==> config.mk <==
export PLATFORM = sky130hd
export DESIGN_NAME = parking_fee_unit
export DESIGN_NICKNAME = d
export VERILOG_FILES = /design/src/rtl/parking_fee_unit.sv
export SDC_FILE = /design/constraint.sdc
export NUM_CORES = 1
export LEC_CHECK = 0
export ABC_AREA = 1
export BUFFER_PORTS_ARGS = -buffer_cell sky130_fd_sc_hd__buf_2
export CAP_MARGIN = 20
export CORE_ASPECT_RATIO = 1.1
export CORE_MARGIN = 4
export CORE_UTILIZATION = 65
export DETAILED_ROUTE_END_ITERATION = 16
export PLACE_DENSITY = 0.92
export REMOVE_ABC_BUFFERS = 1
export SLEW_MARGIN = 25
export SYNTH_ARGS = -nofsm -noshare
export SYNTH_HDL_FRONTEND = slang
export SYNTH_SLANG_ARGS = --single-unit
==> constraint.sdc <==
create_clock -name clk -period 7.92 [get_ports clk]
set_clock_uncertainty 0.2 [all_clocks]
set_input_delay 2.376 -clock clk [delete_from_list [all_inputs] [get_ports clk]]
set_output_delay 2.376 -clock clk [all_outputs]
set_load 0.005 [all_outputs]
==> src/rtl/parking_fee_unit.sv <==
// Ticketing and payment stage for the car park: timestamps entries, bills exits
// per started period (capped), collects coins and pulses pay / refund.
module parking_fee_unit #(
  parameter int PMAX    = 5,
  parameter int IDW     = 3,
  parameter int TW      = 16,
  parameter int PERIOD  = 60,
  parameter int RATE    = 2,
  parameter int MAX_FEE = 50,
  parameter int FEE_W   = 8
) (
  input  logic             clk,
  input  logic             rst,
  input  logic             tick,
  input  logic             entry,
  output logic             entry_ack,
  output logic [IDW-1:0]   entry_id,
  output logic             entry_err,
  output logic             entry_full,
  output logic [IDW:0]     occupied,
  input  logic             exit_req,
  input  logic [IDW-1:0]   exit_id,
  output logic             err,
  output logic             busy,
  output logic [FEE_W-1:0] cost,
  output logic             cost_valid,
  input  logic             coin_valid,
  input  logic [FEE_W-1:0] coin_value,
  input  logic             cancel,
  output logic [FEE_W-1:0] paid_sum,
  output logic             pay,
  output logic [FEE_W-1:0] change,
  output logic             refund,
  output logic [FEE_W-1:0] refund_value
);

  localparam logic [TW-1:0]    LP_PERIOD  = TW'(PERIOD);
  localparam logic [FEE_W:0]   LP_RATE    = (FEE_W+1)'(RATE);
  localparam logic [FEE_W:0]   LP_MAX_W   = (FEE_W+1)'(MAX_FEE);
  localparam logic [FEE_W-1:0] LP_MAX_FEE = FEE_W'(MAX_FEE);

  typedef enum logic [1:0] {
    S_IDLE = 2'd0,
    S_CALC = 2'd1,
    S_WAIT = 2'd2
  } state_t;

  function automatic logic [IDW:0] f_popcount(input logic [PMAX-1:0] v);
    logic [IDW:0] c;
    c = '0;
    for (int i = 0; i < PMAX; i++) begin
      c = c + {{IDW{1'b0}}, v[i]};
    end
    return c;
  endfunction

  state_t            r_state;
  logic [TW-1:0]     r_now;
  logic [PMAX-1:0]   r_valid;
  logic [TW-1:0]     r_ts [PMAX];
  logic [IDW-1:0]    r_id;
  logic [TW-1:0]     r_rem;
  logic              r_calc_done;
  logic [FEE_W-1:0]  r_cost;
  logic [FEE_W-1:0]  r_paid;
  logic              r_cost_valid;
  logic              r_busy;
  logic              r_err;
  logic              r_pay;
  logic [FEE_W-1:0]  r_change;
  logic              r_refund;
  logic [FEE_W-1:0]  r_refund_value;
  logic              r_entry_ack;
  logic [IDW-1:0]    r_entry_id;
  logic              r_entry_err;
  logic              r_full;
  logic [IDW:0]      r_occ;

  logic              w_free_found;
  logic [IDW-1:0]    w_free_id;
  logic              w_exit_ok;
  logic [TW-1:0]     w_ts_sel;
  logic              w_paid_enough;
  logic              w_release;
  logic [PMAX-1:0]   w_valid_nxt;
  logic [FEE_W:0]    w_cost_sum;
  logic [FEE_W-1:0]  w_cost_nxt;
  logic [TW-1:0]     w_rem_nxt;
  logic [FEE_W:0]    w_coin_sum;
  logic [FEE_W-1:0]  w_paid_sat;

  // Lowest-index free slot, and validity / timestamp of the presented exit ticket.
  always_comb begin
    w_free_found = 1'b0;
    w_free_id    = '0;
    w_exit_ok    = 1'b0;
    w_ts_sel     = '0;
    for (int i = PMAX - 1; i >= 0; i--) begin
      if (!r_valid[i]) begin
        w_free_found = 1'b1;
        w_free_id    = IDW'(i);
      end else begin
        w_free_found = w_free_found;
      end
    end
    for (int i = 0; i < PMAX; i++) begin
      if (exit_id == IDW'(i)) begin
        w_exit_ok = r_valid[i];
        w_ts_sel  = r_ts[i];
      end else begin
        w_exit_ok = w_exit_ok;
      end
    end
  end

  // Fee iteration, coin accumulation and the slot-valid vector for the next edge.
  always_comb begin
    w_cost_sum    = {1'b0, r_cost} + LP_RATE;
    w_cost_nxt    = (w_cost_sum >= LP_MAX_W) ? LP_MAX_FEE : w_cost_sum[FEE_W-1:0];
    w_rem_nxt     = (r_rem > LP_PERIOD) ? (r_rem - LP_PERIOD) : '0;
    w_coin_sum    = {1'b0, r_paid} + {1'b0, coin_value};
    w_paid_sat    = w_coin_sum[FEE_W] ? '1 : w_coin_sum[FEE_W-1:0];
    w_paid_enough = (r_paid >= r_cost);
    // cancel takes precedence, so a cancelled cycle never releases the ticket
    w_release     = (r_state == S_WAIT) && !cancel && w_paid_enough;
    w_valid_nxt   = r_valid;
    for (int i = 0; i < PMAX; i++) begin
      if (w_release && (r_id == IDW'(i))) begin
        w_valid_nxt[i] = 1'b0;
      end else begin
        w_valid_nxt[i] = w_valid_nxt[i];
      end
      if (entry && w_free_found && (w_free_id == IDW'(i))) begin
        w_valid_nxt[i] = 1'b1;
      end else begin
        w_valid_nxt[i] = w_valid_nxt[i];
      end
    end
  end

  // Free-running timestamp, advanced by the time-base strobe.
  always_ff @(posedge clk or negedge rst) begin
    if (!rst) begin
      r_now <= '0;
    end else if (tick) begin
      r_now <= r_now + {{(TW-1){1'b0}}, 1'b1};
    end
  end

  // Ticket slots: allocation on entry, release on pay, occupancy status.
  always_ff @(posedge clk or negedge rst) begin
    if (!rst) begin
      r_valid     <= '0;
      r_entry_ack <= 1'b0;
      r_entry_id  <= '0;
      r_entry_err <= 1'b0;
      r_full      <= 1'b0;
      r_occ       <= '0;
      for (int i = 0; i < PMAX; i++) begin
        r_ts[i] <= '0;
      end
    end else begin
      r_entry_ack <= 1'b0;
      r_entry_err <= 1'b0;
      if (entry) begin
        if (w_free_found) begin
          r_entry_ack <= 1'b1;
          r_entry_id  <= w_free_id;
          for (int i = 0; i < PMAX; i++) begin
            if (w_free_id == IDW'(i)) begin
              r_ts[i] <= r_now;
            end
          end
        end else begin
          r_entry_err <= 1'b1;
        end
      end
      r_valid <= w_valid_nxt;
      r_full  <= &w_valid_nxt;
      r_occ   <= f_popcount(w_valid_nxt);
    end
  end

  // Exit / payment FSM with registered outputs.
  always_ff @(posedge clk or negedge rst) begin
    if (!rst) begin
      r_state        <= S_IDLE;
      r_id           <= '0;
      r_rem          <= '0;
      r_calc_done    <= 1'b0;
      r_cost         <= '0;
      r_paid         <= '0;
      r_cost_valid   <= 1'b0;
      r_busy         <= 1'b0;
      r_err          <= 1'b0;
      r_pay          <= 1'b0;
      r_change       <= '0;
      r_refund       <= 1'b0;
      r_refund_value <= '0;
    end else begin
      r_err    <= 1'b0;
      r_pay    <= 1'b0;
      r_refund <= 1'b0;
      case (r_state)
        S_IDLE: begin
          if (exit_req) begin
            if (w_exit_ok) begin
              r_id        <= exit_id;
              r_rem       <= r_now - w_ts_sel;
              r_cost      <= '0;
              r_paid      <= '0;
              r_calc_done <= 1'b0;
              r_busy      <= 1'b1;
              r_state     <= S_CALC;
            end else begin
              r_err <= 1'b1;
            end
          end
        end
        S_CALC: begin
          r_err <= exit_req;
          // one settle cycle after the final iteration before the fee is published
          if (r_calc_done) begin
            r_cost_valid <= 1'b1;
            r_state      <= S_WAIT;
          end else begin
            r_cost <= w_cost_nxt;
            r_rem  <= w_rem_nxt;
            if ((w_rem_nxt == '0) || (w_cost_nxt == LP_MAX_FEE)) begin
              r_calc_done <= 1'b1;
            end
          end
        end
        S_WAIT: begin
          r_err <= exit_req;
          if (cancel) begin
            r_refund       <= 1'b1;
            r_refund_value <= r_paid;
            r_paid         <= '0;
            r_cost_valid   <= 1'b0;
            r_busy         <= 1'b0;
            r_state        <= S_IDLE;
          end else if (w_paid_enough) begin
            r_pay        <= 1'b1;
            r_change     <= r_paid - r_cost;
            r_cost_valid <= 1'b0;
            r_busy       <= 1'b0;
            r_state      <= S_IDLE;
          end else if (coin_valid) begin
            r_paid <= w_paid_sat;
          end
        end
        default: begin
          r_cost_valid <= 1'b0;
          r_busy       <= 1'b0;
          r_state      <= S_IDLE;
        end
      endcase
    end
  end

  assign entry_ack    = r_entry_ack;
  assign entry_id     = r_entry_id;
  assign entry_err    = r_entry_err;
  assign entry_full   = r_full;
  assign occupied     = r_occ;
  assign err          = r_err;
  assign busy         = r_busy;
  assign cost         = r_cost;
  assign cost_valid   = r_cost_valid;
  assign paid_sum     = r_paid;
  assign pay          = r_pay;
  assign change       = r_change;
  assign refund       = r_refund;
  assign refund_value = r_refund_value;

endmodule
==> out/qor.yml <==
outcome: "completed"
avgSynthCellArea_um2: 8.08
cp.arrival_ns: 5.42
synth_top_area_frac: 0.460
clkLatencyLatePin_ns: 0.44
crit_required_ns: 8.00
ys.warnings.count: 0
numClockSinks: 169
ctsHoldBuffers: 0
fin_crit_sh: 0.674
grt_pass1_wl_um: 40000
cp-start-kind: "primary input"
min_path_type: "flip-flop to flip-flop"
gp_congestion: 0.933
nNetsFinal: 1248
post_cts_resized: 0
drtIter0Drc: 846
worstSetupPathType: "primary input to flip-flop"
firstDrtPassIters: 9
portBuffers: 63
path_cells: "buf_2 -> inv_2 -> nand3_1 -> inv_1 -> a32oi_1 -> a41oi_1 -> ha_1 -> inv_1 -> fa_1 -> nand2_1 -> a21oi_1 -> nand2_1 -> nand2_1 -> and2_1 -> nor2_1 -> xor2_1 -> nand2_1 -> nand3_1 -> o21ai_1"
relSlewSlack: 0.430
vias_per_cell: 6.17
area_growth_pct: 10.9
synth_area_leader_cell: "dfrtp_1"
power.density_nw_per_um2: 360
grt_usage: 0.307
antenna_found_initial: 0
cts_root_buf: "clkbuf_16"
fin_tns_setup_ns: 0
grt_max_degree: 109
ant_nets: 0
die-area_um2: 16100
layout_min_cycle_time_ns: 5.34
grt_pass1_vias: 8453
diodes: 0
slowest_stage: "inv_1"
hold_violations: 0
layout-drive-gt1-share: 0.103
htreeDepth: 4
synth-async-reset-ratio: 1.00
dieWidth_um: 121
dp_cells: 1354
synth-edff-count: 0
drc: 0
fin_util: 0.736
boundaryPins: 65
routed_wl_um: 23900
cts_made_buffers: 17
die_h_um: 133
multi_input_area_um2: 4390
fmax_mhz: 187
hold-worst-slack_ns: 0.271
core_um2: 13900
synth_area_leaders: "dfrtp_1 46%, nand2_1 12%, o21ai_0 7.6%, ha_1 5.4%, inv_1 4.5%"
ir_drop_mv: 0.204
layout.cells.non_filler: 1385
synth-seq-cells: 169
tightest_slew_ns: 0.856
synth_seq_area_share: 0.460
maxCapViolCount: 0
cts_tree: "yes"
num_rows: 45
cts_buffer_depth: 2
clk_pin_slew_ns: 0.06
crit_path_max_incr_delay_ns: 0.46
post_drt_wl_per_cell_um: 17.2
setup_viol: 0
worst-path-max-fanout: 20
hpwl_um: 15900
synth_cells: 1137
leakage_nw: 5.16
yosysUniqueCellTypes: 45
seqCellArea_um2: 4230
critPathMostFrequentCell: "nand2_1"
vias: 8549
post_cts_buffers: 0
start_util: 0.663
slew_violations: 0
syn_area_um2: 9190
rsz0062_at_grt: "no"
synth_ff_type: "dfrtp_1"
grt_overflow_total: 0
fillers: 944
end_kind: "flip-flop"
## report_power, final
group          internal [mW]  switching, mW
clock                  0.472          0.358
sequential              1.13          0.201
combinational          0.517          0.992
total                   2.11           1.55
## cells in the mapped netlist, drive strengths merged (2+ instances only)
master  count
nor2       76
a21boi      7
nand2     308
fa          5
xnor2       6
a31oi       2
clkbuf     28
nand4      19
xor2       26
ha         40
buf         8
or2         4
a221oi      5
a32o        8
a21o        4
o31ai       3
a21oi      51
dfrtp     169
nor4        3
o211ai      5
o22ai       4
o21bai      2
nand3      66
nor3        8
inv       114
o311ai      2
and2        2
o21ai     157
## sequential cells by signal, indices dropped and copies added, names as in the netlist, 2 cells and up
register      count
r_state           2
r_valid           5
cost              8
entry_id          3
occupied          3
change            8
r_ts             80
refund_value      8
r_rem            16
r_now            16
paid_sum          8
r_id              3
## cells by family after synthesis
kind of cell | synth area share
other cells | 0.000408
flops | 0.460
simple gates | 0.226
xor+xnor | 0.0305
compound gates | 0.153
buf+inv | 0.0643
fa+ha+maj | 0.0654
## cell usage in the layout (no fill, tap or decap), types with 3 or more instances in the layout
cell type  synthesis  final
nor2_4             5      5
nand3_2            2      4
inv_1            110    110
a32o_1             8      8
dfrtp_1          169    169
a21o_1             4      4
a21oi_1           51     51
nand4_1           19     19
xnor2_1            6      6
fa_1               5      5
a221oi_1           5      5
clkinv_4           0      3
o22ai_1            3      3
xor2_1            26     26
clkbuf_1          28      4
inv_6              0      3
buf_2              4     62
o211ai_1           5      5
nand2_2            5      8
inv_2              4      4
o31ai_1            3      3
clkbuf_16          0     17
nor2_1            69     69
a21boi_0           6      6
nand2_1          303    300
nand3_1           64     62
or2_2              4      4
o21ai_1           18     18
ha_1              40     40
nor3_1             6      6
o21ai_0          139    139
## path summary, 6_finish.rpt
check	from	depth (start not counted)	slack, ns	to
setup reg to reg	cost[0]	13	3.56	occupied[1]
min in group asynchronous	rst	1	1.84	pay
hold reg to reg	entry_id[2]	2	0.27	entry_id[2]
max in group asynchronous	rst	2	4.41	entry_err
setup / recovery	exit_id[2]	19	2.58	r_rem[10]
hold / removal	entry_id[2]	2	0.27	entry_id[2]
## critical path, delay by kind of cell
| family | cells | cell delay [ns] |
|---|---|---|
| buf+inv | 4 | 0.93 |
| simple gates | 8 | 0.79 |
| fa+ha+maj | 2 | 0.58 |
| compound gates | 4 | 0.55 |
| xor+xnor | 1 | 0.15 |
## per-layer routing
metal	GRT usage	wire length, um	up-vias
met4	0.157	1080	0
li1	-	-	3870
met3	0.0701	2050	122
met2	0.508	11800	543
met1	0.376	8930	4014
met5	0	0	-
## through the flow
step	worst slack, ns	power, mW	instance area, um^2
after CTS	2.61	3.64	10200
after detailed placement	2.21	2.78	9600
after global placement	2.31	2.70	9600
after floorplan	2.89	2.33	9030
final	2.58	3.67	10200
after global routing	2.24	3.94	10200
## final cells by class
type,count,share of cell area
Timing Repair Buffer,65,0.0333
Clock buffer,21,0.0432
Sequential cell,169,0.415
Multi-Input combinational cell,818,0.430
Inverter,114,0.0420
Tap cell,188,0.0231
Clock inverter,10,0.0133
No activity file was read; power rests on OpenSTA's default activity.
